--- config.mk ---
export PLATFORM = sky130hd
export DESIGN_NAME = irq_priority_ctrl_flat
export DESIGN_NICKNAME = d
export VERILOG_FILES = /design/src/rtl/irq_priority_ctrl_if.sv /design/src/rtl/irq_priority_ctrl.sv /design/src/flat_wrapper.sv
export SDC_FILE = /design/constraint.sdc
export NUM_CORES = 1
export LEC_CHECK = 0
export CAP_MARGIN = 30
export CORE_UTILIZATION = 42
export CTS_CLUSTER_DIAMETER = 60
export DETAILED_ROUTE_END_ITERATION = 6
export PLACE_DENSITY_LB_ADDON = 0.2
export SYNTH_ARGS = -nofsm -noshare
export SYNTH_HDL_FRONTEND = slang
export SYNTH_SLANG_ARGS = --single-unit
export TNS_END_PERCENT = 50
--- constraint.sdc ---
create_clock -name clk -period 1.75 [get_ports clk]
set_input_delay 0.35 -clock clk [delete_from_list [all_inputs] [get_ports clk]]
set_output_delay 0.35 -clock clk [all_outputs]
set_load 0.02 [all_outputs]
--- src/rtl/irq_priority_ctrl_if.sv ---
// Handshake and request bundle between the interrupt controller and its consumer.
// master = controller side, slave = requester/consumer side.
interface irq_priority_ctrl_if;
    logic [7:0] req;
    logic       mask_wr;
    logic [7:0] mask_in;
    logic       irq_ack;
    logic       irq_valid;
    logic [2:0] irq_code;
    logic [7:0] pending;
    logic       timeout;

    modport master (
        input  req, mask_wr, mask_in, irq_ack,
        output irq_valid, irq_code, pending, timeout
    );

    modport slave (
        output req, mask_wr, mask_in, irq_ack,
        input  irq_valid, irq_code, pending, timeout
    );
endinterface

--- src/rtl/irq_priority_ctrl.sv ---
// Eight-line interrupt controller: pending/mask registers, highest-index offer over valid/ack, offer timeout.
// Optional IRQ_EDGE_DETECT_EN: pending is set on rising edges of req instead of levels.
module irq_priority_ctrl #(
    parameter int TIMEOUT_CYCLES = 16
) (
    input  logic                 clk,
    input  logic                 rst_n,
    irq_priority_ctrl_if.master  bus
);

    typedef enum logic {
        IDLE  = 1'b0,
        OFFER = 1'b1
    } state_t;

    localparam int CW = (TIMEOUT_CYCLES < 1) ? 1 : $clog2(TIMEOUT_CYCLES + 1);
    localparam logic [CW-1:0] CNT_LAST = (TIMEOUT_CYCLES == 0) ? '0 : CW'(TIMEOUT_CYCLES - 1);
    localparam bit TIMEOUT_EN = (TIMEOUT_CYCLES != 0);

    state_t        state_q, state_d;
    logic [2:0]    code_q, code_d;
    logic [CW-1:0] cnt_q, cnt_d;
    logic [7:0]    pending_q, pending_d;
    logic [7:0]    mask_q, mask_d;
    logic          timeout_q, timeout_d;

    logic [7:0]    set_vec;
    logic [7:0]    clr_vec;
    logic [7:0]    eligible;
    logic [2:0]    sel_code;

`ifdef IRQ_EDGE_DETECT_EN
    logic [7:0] req_q;

    always_ff @(posedge clk) begin
        if (!rst_n) begin
            req_q <= '0;
        end else begin
            req_q <= bus.req;
        end
    end

    // Holding req_q at zero through reset makes a line already high at release count as one edge.
    assign set_vec = bus.req & ~req_q;
`else
    assign set_vec = bus.req;
`endif

    assign eligible = pending_q & mask_q;

    always_comb begin
        sel_code = '0;
        for (int i = 0; i < 8; i++) begin
            if (eligible[i]) begin
                sel_code = 3'(i);
            end
        end
    end

    always_comb begin
        state_d   = state_q;
        code_d    = code_q;
        cnt_d     = cnt_q;
        clr_vec   = '0;
        timeout_d = 1'b0;
        case (state_q)
            IDLE: begin
                if (|eligible) begin
                    code_d  = sel_code;
                    cnt_d   = '0;
                    state_d = OFFER;
                end
            end
            OFFER: begin
                if (bus.irq_ack) begin
                    clr_vec[code_q] = 1'b1;
                    state_d         = IDLE;
                end else if (TIMEOUT_EN && (cnt_q == CNT_LAST)) begin
                    clr_vec[code_q] = 1'b1;
                    timeout_d       = 1'b1;
                    state_d         = IDLE;
                end else if (cnt_q != {CW{1'b1}}) begin
                    cnt_d = cnt_q + CW'(1);
                end
            end
            default: begin
                state_d = IDLE;
            end
        endcase
    end

    // Set is applied after clear so a re-request in the clearing cycle keeps the bit.
    assign pending_d = (pending_q & ~clr_vec) | set_vec;
    assign mask_d    = bus.mask_wr ? bus.mask_in : mask_q;

    always_ff @(posedge clk) begin
        if (!rst_n) begin
            state_q   <= IDLE;
            code_q    <= '0;
            cnt_q     <= '0;
            pending_q <= '0;
            mask_q    <= 8'hFF;
            timeout_q <= 1'b0;
        end else begin
            state_q   <= state_d;
            code_q    <= code_d;
            cnt_q     <= cnt_d;
            pending_q <= pending_d;
            mask_q    <= mask_d;
            timeout_q <= timeout_d;
        end
    end

    assign bus.irq_valid = (state_q == OFFER);
    assign bus.irq_code  = code_q;
    assign bus.pending   = pending_q;
    assign bus.timeout   = timeout_q;

endmodule

--- src/flat_wrapper.sv ---
// flat-port wrapper written by rule: the top's interface ports become plain ports
module irq_priority_ctrl_flat 
#(
    parameter int TIMEOUT_CYCLES = 16
)
  (clk, rst_n, bus_req, bus_mask_wr, bus_mask_in, bus_irq_ack, bus_irq_valid, bus_irq_code, bus_pending, bus_timeout);
  irq_priority_ctrl_if bus_i ();
  input  logic clk;
  input  logic rst_n;
  input wire logic [$bits(bus_i.req)-1:0] bus_req;
  input wire logic [$bits(bus_i.mask_wr)-1:0] bus_mask_wr;
  input wire logic [$bits(bus_i.mask_in)-1:0] bus_mask_in;
  input wire logic [$bits(bus_i.irq_ack)-1:0] bus_irq_ack;
  output wire logic [$bits(bus_i.irq_valid)-1:0] bus_irq_valid;
  output wire logic [$bits(bus_i.irq_code)-1:0] bus_irq_code;
  output wire logic [$bits(bus_i.pending)-1:0] bus_pending;
  output wire logic [$bits(bus_i.timeout)-1:0] bus_timeout;
  assign bus_i.req = bus_req;
  assign bus_i.mask_wr = bus_mask_wr;
  assign bus_i.mask_in = bus_mask_in;
  assign bus_i.irq_ack = bus_irq_ack;
  assign bus_irq_valid = bus_i.irq_valid;
  assign bus_irq_code = bus_i.irq_code;
  assign bus_pending = bus_i.pending;
  assign bus_timeout = bus_i.timeout;
  irq_priority_ctrl #(.TIMEOUT_CYCLES(TIMEOUT_CYCLES)) u_core (.clk(clk), .rst_n(rst_n), .bus(bus_i));
endmodule
# After elaboration in Yosys (flattened, before gate mapping)
# Cells that the tools add are included.
# Widths: inputs -> output; s select.
[word_totals]
regBits = 26
word_cells = 48
[op_classes]
n_addsub = 1
n_bitwise = 6
order_cmp = 2
eq_ne = 6
n_reduce_logical = 5
mux = 22
[ops]
columns = ["operator", "n"]
rows = [
  ["$mux 8", 3],
  ["$mux 5", 4],
  ["$mux 3", 6],
  ["$and 8x8->8", 2],
  ["$pmux 5 s2", 1],
  ["$not 8->8", 1],
  ["$or 8x8->8", 1],
  ["$reduce_or 8->1", 1],
  ["$mux 1", 6],
  ["$ne 2x2->1 const B", 3],
  ["$add 5x1->5 const B", 1],
  ["$eq 5x4->1 const B", 1],
  ["$ne 5x5->1 const B", 1],
  ["$lt 3x4->1 const B", 1],
  ["$reduce_and 4->1", 1],
  ["$demux 1 s3", 1],
  ["$ge 3x1->1 const B", 1],
  ["$reduce_or 3->1", 1],
  ["$ne 2x1->1 const B", 1],
  ["$not 1->1", 2],
  ["$pmux 1 s2", 1],
  ["$reduce_and 2->1", 1],
  ["$logic_and 1x1->1", 1],
]

# Logic depth before layout (Yosys ltp)
# Gate-level depths: netlist of run 1.
[logic_depth]
ltp_word = 10
depth_mapped = 7
ltp_nobuf = 7

# Least setup slack after synthesis of run 1
# OpenSTA, ideal clock, no wires.
[synth_timing]
path_kind = "register to register"
startpoint = "register u_core.cnt_q[0]"
endpoint = "register u_core.cnt_q[3]"
setup_time_ns = 0.120
path_stages_with_launch = 8
slack_ns = -0.143
synth_period_minus_slack_ns = 1.893
arrival_ns = 1.773
cell_sequence = "dfxtp_1 -> ha_1 -> and3_1 -> ha_1 -> nor4b_2 -> nand4_1 -> and3_1 -> o31a_1"
[synth_between]
elab_chain_len = 5
elab_cells_between_ends = 10
classes_between = "add/sub (1); eq/ne (4); mux (4); reduce/logical (1)"
[synth_lines]
columns = ["item", "line_no", "text"]
rows = [
  ["start: declaration", "irq_priority_ctrl.sv:22", "logic [CW-1:0] cnt_q, cnt_d;"],
  ["start signal: assignment", "irq_priority_ctrl.sv:107", "cnt_q <= cnt_d;"],
  ["$add 5x1->5", "irq_priority_ctrl.sv:83", "cnt_d = cnt_q + CW'(1);"],
  ["$mux 5", "irq_priority_ctrl.sv:82", "end else if (cnt_q != {CW{1'b1}}) begin"],
  ["$mux 5", "irq_priority_ctrl.sv:78", "end else if (TIMEOUT_EN && (cnt_q == CNT_LAST)) begin"],
  ["$mux 5", "irq_priority_ctrl.sv:75", "if (bus.irq_ack) begin"],
  ["$pmux 5 s2", "irq_priority_ctrl.sv:66", "case (state_q)"],
]
# Several ways; a longest one is shown, not always the timed one. The select of a mux whose other input is x is not followed.
# A chain may end at the register's enable or synchronous reset.

# Final worst setup path of run 1
[layout_timing]
startpoint = "register u_core.cnt_q[1]"
endpoint = "register u_core.cnt_q[2]"
# Same word-level chain as after synthesis.

==> impl.org, run 1 <==
** STA
- Headroom to the max-slew limit came out at 67.2%.
- The total count of hold-check failures in the final report was 0.
- Setup repair after global routing could not meet its margin everywhere.
- Shortest period the worst path allows :: ~1.9 ns
- The final-report max-slew violation count is 0.
- Static timing analysis puts the maximum clock frequency at roughly 530 MHz.
- Setup violations remaining at the end of the flow were counted as 4.
- Between clock sinks in the finished design, the worst skew comes to 0.00894 ns.
- Worst slew pin tran :: 0.491 ns
- Final critical-path share of the clock period :: 107%
- Fin worst setup slack :: -0.131 ns
- Hold Slack :: a little over 0.5 ns

** Logic synthesis
- After synthesis, flip-flops and latches occupy 44.3% of the total area.
- Net count after synthesis :: 140
- Of the post-synthesis cell area, the dominant cell type holds 44.3%.
- Of all cell types, the one taking the most synthesized area is sky130_fd_sc_hd__dfxtp_1.
- The Yosys step of the flow raised 0 warnings.
- Averaged over all synthesized cells, the footprint is 10.0 sq um.
- Synthesis inferred 26 register bits.
- Netlist cell types :: 28
- Biggest area contributors in the synthesized netlist :: sky130_fd_sc_hd__dfxtp_1 44%, sky130_fd_sc_hd__o21a_1 9.6%, sky130_fd_sc_hd__mux2i_1 6.8%
- Summing every instance area after synthesis gives 0.00117 sq mm.
- Synthesis produced 117 cells.

** Setup path
- Number of cells on the worst reg-to-reg path :: 8
- Critical Path Sink Type :: register
- Largest stage delay on the critical path :: 0.37 ns
- The critical path is of the register to register type.
- STA puts the critical path data required time at 1.98 ns.
- R2R setup slack :: -0.13 ns
- The startpoint identified for the worst register-to-register timing path is u_core.cnt_q[1]$_SDFFE_PN0P_.
- The slowest stage of the critical path is the sky130_fd_sc_hd__dfxtp_2 cell.
- Cell type group with the largest total delay on the critical path :: simple AND/OR/NAND/NOR gates
- CP dominant cell by count :: sky130_fd_sc_hd__ha_4
- Critical path buffer and inverter count :: 2
- Critical Path, Cell by Cell :: ha_4 > and3_4 > ha_4 > nor4b_4 > buf_4 > buf_6 > a21oi_2 > o31a_1
- Worst Setup Start Kind :: register
- Arrival @ worst endpoint :: 2.11 ns
- Along the worst path, the maximum fanout reaches 8.
- The worst register-to-register path ends at u_core.cnt_q[2]$_SDFFE_PN0P_.

** Clocking
- Clock-pin slew was measured on the worst setup and hold paths at 0.14 ns.
- TritonCTS built the clock tree.
- Clock buffers created by TritonCTS :: 3
- Cell chosen for the clock root :: sky130_fd_sc_hd__clkbuf_4
- In this run, post-CTS hold repair placed 0 buffers.
- The clock reaches the later pin of the worst-skew pair after 0.33 ns.
- H-tree levels :: 1
- Sinks on the clock net :: 26
- Counting along the longest clock path gives a buffer depth of 2.

** GRT
- Entering global routing, the biggest net connects 30 pins.
- In the global route stage, overall resource usage came out at 21.7%.
- Wire length of the first global-routing pass :: 4490 um
- The initial antenna violation count is 0.
- Via count of the first global-routing pass :: around 980
- For this run the aggregate overflow at the end of global routing stands at 0.

** Route
- Number of routed nets with antenna violations :: 0
- After detailed routing, the met2 layer carries approximately 1300 um of wire.
- In the final routing, the length of wire on met1 measures 1380 um.
- Detailed routing placed a total of about 170 um of wire on met3.
- For this run, design rule violations remaining after detail routing come to 0.
- After detailed routing, the total wire length is 2900 um.
- Post-detailed-route via-to-cell ratio :: 5.74
- The routed layout has ~1100 vias.
- Number of iterations in the first detailed-routing pass :: 4
- The highest layer touched by signal routing is met4.
- Average routed wire per standard cell :: 15.5 um
- For this block, the initial DRC count from the detailed router was 15.

** Cells and area
- The top cell types in the final layout, fill and taps aside, are 23 x sky130_fd_sc_hd__dfxtp_1, 21 x sky130_fd_sc_hd__clkdlybuf4s50_1, 17 x sky130_fd_sc_hd__nand2_1.
- After routing the design area is 0.00173 sq mm.
- Cells with a size suffix above 1 make up 17.8% of the layout.
- The library cell used most frequently in the layout, excluding fill and tap cells, is sky130_fd_sc_hd__dfxtp_1.
- From synthesis to final layout, the design area changed by 47.2%.
- Final nets :: 181
- Number of inserted diodes :: 0

** Worst hold path
- The startpoint identified for the worst hold timing path is u_core.mask_q[0]$_SDFFE_PN1P_.
- The worst hold path passes through 2 cells.
- Path class of the lowest-slack min-delay path :: register to register
- Sink of the worst hold path :: u_core.mask_q[0]$_SDFFE_PN1P_

** Die
- 33 I/O pins were placed.
- Area of the die :: between 0.003 and 0.004 sq mm
- The initial utilization of the core area, before any placement, comes to 45.7%.
- The floorplan has 18 rows.
- Std-Cell Core Area :: 0.00257 sq mm
- Floorplan die height :: 54.9 um
- Die Width :: ~55 um

** Placement
- Final estimated routing congestion in global placement :: 0.728
- IO buf count :: 32
- Cell Area, Placed :: 0.00160 sq mm
- Half-perimeter wire length after detailed placement :: ~2100 um

** Outcome
- Run status :: finished, violations left
- Failing checks :: setup timing

** Pwr
- The analysis attributes to cell leakage a power of 0.791 nW.
- Total power density per cell area :: between 700 and 800 mW/mm^2
- Worst ir drop on vdd :: 0.000635 V

** Job
- Count of maximum capacitance violations :: 0
[per-stage QoR]
step	setup WS, ns	total power, mW	util (%)	setup TNS, ns	std cells
floorplan	0.0106	0.826	-	0	117
global placement	-0.0589	0.958	62.3	-0.151	180
detailed placement	-0.140	0.965	62.3	-0.405	180
CTS	-0.0820	1.27	65.4	-0.146	185
global route	-0.191	1.33	67.3	-0.635	187
finish	-0.131	1.27	67.3	-0.289	187
[registers in the layout, summed over array words and instances (netlist names)]
| signal | cells |
|---|---|
| u_core.cnt_q | 5 |
| u_core.mask_q | 8 |
| u_core.bus.irq_valid | 1 |
| u_core.bus.timeout | 1 |
| u_core.bus.irq_code | 3 |
| u_core.bus.pending | 8 |
[kinds of logic after synthesis]
| kind of cell | Yosys count | synth area share, % |
|---|---|---|
| buf+inv | 7 | 2.45 |
| simple gates | 36 | 17.3 |
| compound gates | 37 | 25.9 |
| fa+ha+maj | 3 | 3.20 |
| flops | 26 | 44.3 |
| mux | 8 | 6.82 |
[power breakdown]
group	internal (mW)	switching [mW]	total (mW)
combinational	0.157	0.132	0.288
sequential	0.631	0.0414	0.672
clock	0.127	0.182	0.309
total	0.915	0.355	1.27
[cell usage after synthesis]
cell,instances
sky130_fd_sc_hd__nand4_1,2
sky130_fd_sc_hd__o211ai_1,2
sky130_fd_sc_hd__ha_1,3
sky130_fd_sc_hd__nand2_1,17
sky130_fd_sc_hd__a22oi_1,2
sky130_fd_sc_hd__o211a_1,3
sky130_fd_sc_hd__nand3b_1,2
sky130_fd_sc_hd__nand2b_1,3
sky130_fd_sc_hd__a22oi_2,2
sky130_fd_sc_hd__inv_1,1
sky130_fd_sc_hd__a41oi_2,1
sky130_fd_sc_hd__and4b_1,2
sky130_fd_sc_hd__o31ai_1,3
sky130_fd_sc_hd__a32oi_1,2
sky130_fd_sc_hd__buf_2,2
sky130_fd_sc_hd__a21oi_1,2
sky130_fd_sc_hd__nand3_1,2
sky130_fd_sc_hd__o31a_1,4
sky130_fd_sc_hd__mux2i_1,8
sky130_fd_sc_hd__and3_1,2
sky130_fd_sc_hd__o21a_1,15
sky130_fd_sc_hd__clkbuf_1,4
sky130_fd_sc_hd__nor3b_1,3
sky130_fd_sc_hd__or2_1,1
sky130_fd_sc_hd__dfxtp_1,26
sky130_fd_sc_hd__nor2b_1,1
sky130_fd_sc_hd__o21ai_1,1
sky130_fd_sc_hd__nor4b_2,1
[tightest hold or removal path, delay by kind of cell (launching register included)]
| kind | cells | cell delay, ns |
|---|---|---|
| mux | 1 | 0.07 |
| simple gates | 1 | 0.06 |
| flops | 1 | 0.36 |
[what timing repair did]
action,in CTS,in global routing
pin swaps,5,1
resized for setup,9,13
setup endpoints to repair,5,16
buffers inserted,1,2
[per-layer routing]
metal,track usage [%],vias up
li1,-,521
met1,27.7,509
met2,34.3,36
met3,6.67,7
met4,6.84,0
met5,0,-
[worst max-delay path by stage]
stage / startpoint / endpoint / slack, ns / depth (start not counted)
global placement: bus_irq_ack / u_core.cnt_q[3]$_SDFFE_PN0P_ / -0.06 / 5
global route: u_core.cnt_q[1]$_SDFFE_PN0P_ / u_core.cnt_q[3]$_SDFFE_PN0P_ / -0.19 / 8
CTS: u_core.cnt_q[1]$_SDFFE_PN0P_ / u_core.cnt_q[3]$_SDFFE_PN0P_ / -0.08 / 7
finish: u_core.cnt_q[1]$_SDFFE_PN0P_ / u_core.cnt_q[2]$_SDFFE_PN0P_ / -0.13 / 8
detailed placement: bus_irq_ack / u_core.cnt_q[3]$_SDFFE_PN0P_ / -0.14 / 5
floorplan: u_core.cnt_q[0]$_SDFFE_PN0P_ / u_core.cnt_q[3]$_SDFFE_PN0P_ / 0.01 / 7
[final cells by class]
type                            count  area [sq um]
Tap cell                           30          37.5
Sequential cell                    26           524
Fill cell                         221           840
Clock buffer                        4          36.3
Timing Repair Buffer               42           439
Inverter                            1          3.75
Multi-Input combinational cell     84           687
No activity file was read; power rests on OpenSTA's default activity.
==> run 2: changes to the inputs <==
Settings changed: CORE_UTILIZATION 42 to 50, SETUP_SLACK_MARGIN set to 0.2.
Clock period 1.75 ns to 2.39 ns, I/O delays scaled along.
==> impl.org, run 2 (synthesized netlist as in run 1, its figures left out) <==
** Outcome
- Run status :: complete, no violations

** Cells and area
- Number of inserted diodes :: 0
- Number of fill cells in the layout :: between 150 and 200
- Area of combinational cells with multiple inputs :: 633 sq um
- Most frequent standard cell in the layout excluding fill and tap cells :: sky130_fd_sc_hd__clkdlybuf4s50_1
- Area Growth Syn to Fin :: 33.3%
- In the final layout, flip-flops and latches occupy 520 sq um.
- Excluding fillers, the count of instances in the completed layout stands at 177.
- The top cell types in the final layout, fill and taps aside, are 32 x sky130_fd_sc_hd__clkdlybuf4s50_1, 26 x sky130_fd_sc_hd__dfxtp_1, 17 x sky130_fd_sc_hd__nand2_1.
- Ratio of cells with drive above 1 in the final layout :: ~6.7%
- The final layout contains 173 nets.

** STA
- Count of final setup violators :: 0
- Shortest period the worst path allows :: 2.07 ns
- Setup repair after global routing left no endpoint under its margin.
- Hold Slack :: 0.490 ns
- Total count of hold-check failures in the final report :: 0
- Final Slew Violations :: 0
- Across the routed clock network, the largest skew measured is 0.00341 ns.
- Worst slew pin tran :: roughly 0.57 ns
- Max frequency :: 483 MHz
- Of the available clock period, the critical path in the final layout requires 86.6%.
- In the final timing run, aggregate negative setup slack is 0 ns.
- Relative max-transition margin :: 62.1%

** Die
- The initial utilization of the core area, before any placement, comes to 53.1%.
- Area of the die :: 0.00255 sq mm
- Ports :: 33
- In this run the standard cell core region covers 0.00221 sq mm.
- Die Width :: about 50 um
- The die is about 50 um tall.
- Placement row count :: 17

** Placement
- Input and output buffers added on the ports amount to 32.
- Final estimated routing congestion in global placement :: 0.773
- Half-perimeter wire length after detailed placement :: 1970 um
- Counting tap cells, the placed design contains a total of roughly 170 instances.

** Setup path
- Arrival @ worst endpoint :: approximately 1.6 ns
- STA puts the critical path data required time at roughly 1.9 ns.
- The critical path goes through clkdlybuf4s50_1.
- The worst register-to-register path begins at u_core.cnt_q[0]$_SDFFE_PN0P_.
- Counting both buffers and inverters, the worst setup path holds a total of 1.
- The worst setup path is of the register to output pin kind.
- Cell type group with the largest total delay on the critical path :: buffers and inverters
- For this run, the slowest stage of the critical path takes 0.68 ns.
- STA classifies the critical path endpoint as an output pin.
- Worst Setup Start Kind :: register
- Cell with the biggest individual delay on the critical path :: sky130_fd_sc_hd__clkdlybuf4s50_1
- Launching element of the worst setup path :: u_core.bus.irq_valid$_SDFF_PN0_
- Of all nets on the critical path, the largest fanout is 12.

** Clocking
- The longest clock path from root to sink contains 2 buffers.
- Sinks on the clock net :: 26
- Cell chosen for the clock root :: sky130_fd_sc_hd__clkbuf_4
- CTS built an H-tree with a depth of 1.
- Clock tree from TritonCTS :: done
- At the later pin of the worst-skew pair, clock insertion delay measures 0.32 ns.
- For this design, the CTS-stage hold fixing added 0 buffers.
- Reg clk slew, reported paths :: 0.14 ns
- Clock buffers created by TritonCTS :: 3

** GRT
- Overall Global Routing Usage :: 23.7%
- The initial antenna violation count was 0.
- Summed over all layers, the global routing overflow is 0.
- Pin count of the biggest net entering global routing :: 17
- The number of global-route vias before repair was 996.
- The first global-routing pass estimated 4530 um of wire.

** Pwr
- Total power density per cell area :: a little under 600 mW/mm^2
- Worst ir drop on vdd :: 0.000421 V
- Part of the power in the clock network :: approximately a quarter
- Internal power consumption :: 0.659 mW
- Switching Fraction :: 27.2%
- Combinational logic is responsible for about a fifth of the overall power.
- Switching power :: ~0.25 mW
- Leakage power of the design :: between 0.6 and 0.7 nW
- Registers are responsible for between 50% and 60% of the overall power.

** Route
- After detailed routing, the number of remaining DRC violations is 0.
- The first routing iteration left 18 violations.
- Number of routed nets with antenna violations :: 0
- The routed layout has slightly above 1000 vias.
- Number of iterations in the first detailed-routing pass :: 4
- Post-detailed-route via-to-cell ratio :: 5.87
- The routed design has 2580 um of wire.
- After detailed routing, the average wire length per cell comes to roughly 15 um.

** Job
- Across the run, the number of max-cap violations was 0.

** Worst hold path
- The tightest min-delay check is of the register to register type.
- Start point of the worst min-delay path :: u_core.cnt_q[4]$_SDFFE_PN0P_
## run 2: cell count changes in the layout (fill, tap and decap cells not counted), moves of 2 or more
cell                              previous run  this run
sky130_fd_sc_hd__buf_4                       7         2
sky130_fd_sc_hd__buf_6                       2         0
sky130_fd_sc_hd__dfxtp_2                     3         0
sky130_fd_sc_hd__ha_4                        3         0
sky130_fd_sc_hd__ha_1                        0         3
sky130_fd_sc_hd__dlymetal6s2s_1             10         0
sky130_fd_sc_hd__dfxtp_1                    23        26
sky130_fd_sc_hd__clkdlybuf4s50_1            21        32
## run 2: through the flow
stage | utilization, % | power [mW] | setup WS [ns] | instance area (sq um)
6_report | 70.7 | 0.905 | 0.321 | 1560
5_1_grt | 70.7 | 0.953 | 0.204 | 1560
4_1_cts | 70.3 | 0.905 | 0.306 | 1560
3_5_place_dp | 68.7 | 0.694 | 0.331 | 1520
3_3_place_gp | 68.7 | 0.687 | 0.400 | 1520
2_1_floorplan | - | 0.603 | 0.497 | 1170
## run 2: final cells by class
| type | instances | share of cell area (%) |
|---|---|---|
| multi-input cells | 84 | 40.5 |
| flip-flops and latches | 26 | 33.3 |
| repair buffers | 34 | 21.4 |
| clock buffers | 4 | 2.32 |
| well taps | 28 | 2.24 |
| inverters | 1 | 0.240 |
## run 2: worst min-delay path: stages (launching register included)
cell and delay (ns):
sky130_fd_sc_hd__dfxtp_1 0.35, sky130_fd_sc_hd__nand2_1 0.06, sky130_fd_sc_hd__o31ai_1 0.05
## run 2: worst paths after layout
path / endpoint / slack [ns] / depth (start not counted)
setup reg to reg: u_core.cnt_q[3]$_SDFFE_PN0P_ / 0.34 / 7
setup / recovery: bus_irq_valid / 0.32 / 1
hold reg to reg: u_core.cnt_q[4]$_SDFFE_PN0P_ / 0.49 / 2
hold / removal: u_core.cnt_q[4]$_SDFFE_PN0P_ / 0.49 / 2
## run 2: repair_timing
| item | 4_1_cts | 5_1_grt |
|---|---|---|
| gates resized for setup | 0 | 1 |
| setup endpoints to repair | 0 | 2 |
| setup buffers | 0 | 0 |
## run 2: power groups by stage
stage / sequential (mW) / clock [mW] / combinational (mW)
after floorplan: 0.516 / 0 / 0.0870
after global placement: 0.502 / 0 / 0.185
after detailed placement: 0.504 / 0 / 0.190
after CTS: 0.494 / 0.220 / 0.191
after global routing: 0.499 / 0.247 / 0.207
final: 0.495 / 0.219 / 0.191
## run 2: per-layer routing
layer  GRT usage [%]  part of all wire, %  vias up
met5               0                    0        -
met4            8.80                  1.3        0
met3            3.94                  5.9        5
met2            38.4                   48       40
met1            31.3                   45      493
li1                -                    -      501
==> RTL edit 1, RTL diff (config.mk and constraints of run 1) <==
`TIMEOUT_CYCLES` is set to 16 in 2 places; all go to 32.
--- a/src/rtl/irq_priority_ctrl.sv
+++ b/src/rtl/irq_priority_ctrl.sv
@@ -3,3 +3,3 @@
 module irq_priority_ctrl #(
-    parameter int TIMEOUT_CYCLES = 16
+    parameter int TIMEOUT_CYCLES = 32
 ) (
--- a/src/flat_wrapper.sv
+++ b/src/flat_wrapper.sv
@@ -3,3 +3,3 @@
 #(
-    parameter int TIMEOUT_CYCLES = 16
+    parameter int TIMEOUT_CYCLES = 32
 )
Formal check against the unedited RTL: no difference found for any inputs over 10 cycles, from zero or initial values and one cycle with rst_n low; that may be too few to reach the edited logic, so the function may still have changed.
==> RTL edit 1 against run 1 <==
Worst setup slack improved by 200 ps. Synthesized area is 1.6% higher. Sequential power rose by 4.3%. Routed wire length grew 1.0%. Cell area shrank 4.9%. Power is 0.52% lower. Highest routed layer unchanged. Sequential cell count is 1 higher. Hold slack got worse by 20 ps. Critical endpoint is now bus_pending[0].
==> RTL edit 1: results (changes against run 1) <==
[worst_setup_path]
cpLargestDelayFamily = buffers and inverters
critical_path_arrival_ps = 1330  ; -780 ps

[final_layout]
inverters = 2  ; +1
seq_share_pct = 33.0  ; +2.6 points
multi_input_cells = 97  ; +15%
fillCellCount = 232  ; +5.0%
buffer_area_share_pct = 25.0  ; -0.38 points
design_area_um2 = 1640  ; -4.9%
drive_gt1_share_pct = 11.0  ; -6.9 points

[cts]
clock_sinks = 27  ; +3.8%
cts_setup_buffers = 0  ; -1

[floorplan]
fp.coreArea_um2 = 2590  ; +0.88%

[global_routing]
grt_pass1_vias = 1052  ; +6.9%
grt_max_degree = 18  ; -40%
grt_pass1_wl_um = 4800  ; +6.9%
met2_usage_pct = 31.2  ; -3.2 points

[sta]
tightest_slew_ps = 502  ; +10.5 ps
finClkSkew_ps = 7.24  ; -1.70 ps

[power]
leakagePower_nw = 0.743  ; -6.1%

[logic_synthesis]
synth_commonest_cells = dfxtp_1 (27), nand2_1 (18), nor2_1 (9), o21ai_0 (9)
synth.area.top_cells = dfxtp_1 (45%), mux2i_1 (6.7%), nand2_1 (5.7%), o21ai_0 (3.8%), a21oi_1 (3.4%)
ys_seq_area_share_pct = 45.3  ; +0.98 points

[run_status]
status = completed

[route]
viasPerCell = 5.52  ; -3.8%

[placed_design]
place_hpwl_um = 2240  ; +9.2%

[RTL edit 1: cell types whose count changed in the layout (fill, tap and decap cells not counted), moves of 4 or more]
cell and change:
o31a_1 -4, dlygate4sd2_1 +4, buf_4 +4, o21a_1 -14
dlymetal6s2s_1 -4, nor2_1 +9, o21ai_0 +9, a22o_1 +4
a21oi_1 +7
[RTL edit 1: timing repair]
action,in CTS,in global routing
setup endpoints to repair,6,11
hold endpoints to repair,0,0
resized for setup,6,7
pin swaps,0,1
[RTL edit 1: cell families (layout without fill, tap and decap cells)]
family / count (synthesis) / after routing / synth area share [%]
AO/OA/AOI/OAI: 41 / 41 / 24.8
multiplexers: 8 / 8 / 6.72
flip-flops: 27 / 27 / 45.3
adder cells (fa/ha/maj): 1 / 1 / 1.05
buffers and inverters: 8 / 49 / 3.15
AND/OR/NAND/NOR: 47 / 47 / 19.0
[RTL edit 1: metrics by stage]
step,cells,hold slack (ps),setup WS (ps),power [mW]
floorplan,132,437,142,0.874
global placement,199,459,151,1.01
detailed placement,199,468,72.8,1.02
CTS,203,491,6.28,1.28
global route,203,536,37.3,1.33
finish,203,491,66.8,1.26
[RTL edit 1: per-layer routing]
metal  share of wire, %  up-vias
li1                   -      569
met1                 48      521
met2                 46       29
met3                5.4        2
met4               0.34        0
met5                  0        -
[RTL edit 1: power breakdown]
group	switching (mW)	internal [mW]
Sequential	0.0458	0.655
Combinational	0.145	0.157
Clock	0.170	0.0893
[RTL edit 1: final timing paths]
path                               from            endpoint  slack (ps)  depth (start not counted)
setup reg to reg  u_core.bus.pending[1]     u_core.cnt_q[5]         120                          4
setup / recovery  u_core.bus.pending[0]      bus_pending[0]          70                          1
hold / removal          u_core.cnt_q[5]  u_core.bus.timeout         490                          1
hold reg to reg         u_core.cnt_q[5]  u_core.bus.timeout         490                          1
==> RTL edit 2, RTL diff (flow settings as in run 1) <==
Without the edit above. Put a register stage on the output `bus.irq_valid`. The value now appears one clock later.
--- a/src/rtl/irq_priority_ctrl.sv
+++ b/src/rtl/irq_priority_ctrl.sv
@@ -113,3 +113,5 @@
 
-    assign bus.irq_valid = (state_q == OFFER);
+    always_ff @(posedge clk) begin
+        bus.irq_valid <= (state_q == OFFER);
+    end
     assign bus.irq_code  = code_q;
Function: changed (a bounded check fails within 4 cycles, from zero or initial values and one cycle with rst_n low).
==> RTL edit 2 against run 1 <==
The run still ends with negative setup slack left. Die area grew 1.6%. Cell area shrank 2.1%. Sequential power grew 4.6%. Power shrank 3.3%. Sequential cell count grew 1. Worst setup slack gained 47 ps. Sequential share of layout area grew 1.8 points. Combinational power shrank 8.0%. Synthesized area grew 1.7%. Routed wire length shrank 2.6%. Non-clock buffer count shrank 1. Via count shrank 1.7%. Critical path depth shrank 1.
==> RTL edit 2: results (changes against run 1) <==
[run_status]
status = finished with violations
violations = negative setup slack

[power]
peakVddDrop_mv = 0.617  ; -2.9%
leakagePower_nw = 0.747  ; -5.6%

[sta]
finalSetupViolations = 2  ; -2
finClkSkew_ps = 1.01  ; -7.94 ps
hold_ws_ps = 520  ; +9.06 ps
tightest_slew_ps = 516  ; +24.9 ps
fin_tns_setup_ps = -149  ; +140 ps
fin_ws_ps = -83.5  ; +47.1 ps

[final_layout]
multi_input_area_share_pct = 40.1  ; +0.34 points
seq_share_pct = 32.1  ; +1.8 points
seq_cell_count = 27  ; +3.8%
fillCellCount = 223  ; +0.90%
nNonClkBuffers = 41  ; -2.4%
design_area_um2 = 1690  ; -2.1%

[logic_synthesis]
syn_nets = 141  ; +0.71%
synth_compound_area_share_pct = 25.5  ; -0.43 points
ys_seq_area_share_pct = 45.3  ; +0.93 points
synth_commonest_cells = dfxtp_1 (27), nand2_1 (17), o21a_1 (15), mux2i_1 (8)
synth.area.top_cells = dfxtp_1 (45%), o21a_1 (9.4%), mux2i_1 (6.7%), nand2_1 (5.3%), ha_1 (3.1%)
synth_area_um2 = 1190  ; +1.7%
postSynthAreaPerCell_um2 = 10.1  ; +0.84%
synthMuxAreaShare_pct = 6.71  ; -0.11 points
yosys.area_share.adder_pct = 3.14  ; -0.054 points

[worst_setup_path]
cp_num_cells = 7  ; -1
crit_path_max_fanout = 10  ; +2
critical_path_arrival_ps = 2060  ; -50 ps
reg2regPathDepth = 7  ; -1

[global_routing]
track_usage_pct = 20.1  ; -1.5 points
grt_pass1_wl_um = 4950  ; +10%
grt_max_degree = 16  ; -47%
grt_pass1_vias = 1069  ; +8.6%

[cts]
ctsResizeCount = 8  ; -1

[route]
viasPerCell = 5.64  ; -1.7%

[placed_design]
place_ws_ps = -148  ; -7.53 ps
placed_cell_area_um2 = 1620  ; +0.94%
gp_congestion = 0.746  ; +2.5%
place_hpwl_um = 2100  ; +2.5%

-- RTL edit 2: layer usage --
metal / vias up / GRT usage, % / routed length, um
li1: 517 / - / -
met1: 505 / 26.2 / 1320
met2: 27 / 33.2 / 1320
met3: 6 / 3.51 / 136
met4: 0 / 7.50 / 44
met5: - / 0 / 0
-- RTL edit 2: cells by family after synthesis --
logic type	count (synthesis)
AO/OA/AOI/OAI	37
AND/OR/NAND/NOR	36
flip-flops	27
adder cells (fa/ha/maj)	3
multiplexers	8
buffers and inverters	7
-- RTL edit 2: power breakdown --
group | switching [mW] | internal, mW | total [mW]
registers | 0.0475 | 0.655 | 0.703
logic | 0.120 | 0.145 | 0.265
clock network | 0.171 | 0.0892 | 0.260
total | 0.339 | 0.890 | 1.23
-- RTL edit 2: worst reg2reg max path, delay by kind of cell, from the launching register on --
kind	cells	cell delay, ps
fa+ha+maj	2	340
compound gates	2	360
simple gates	2	470
buf+inv	1	210
flops	1	360
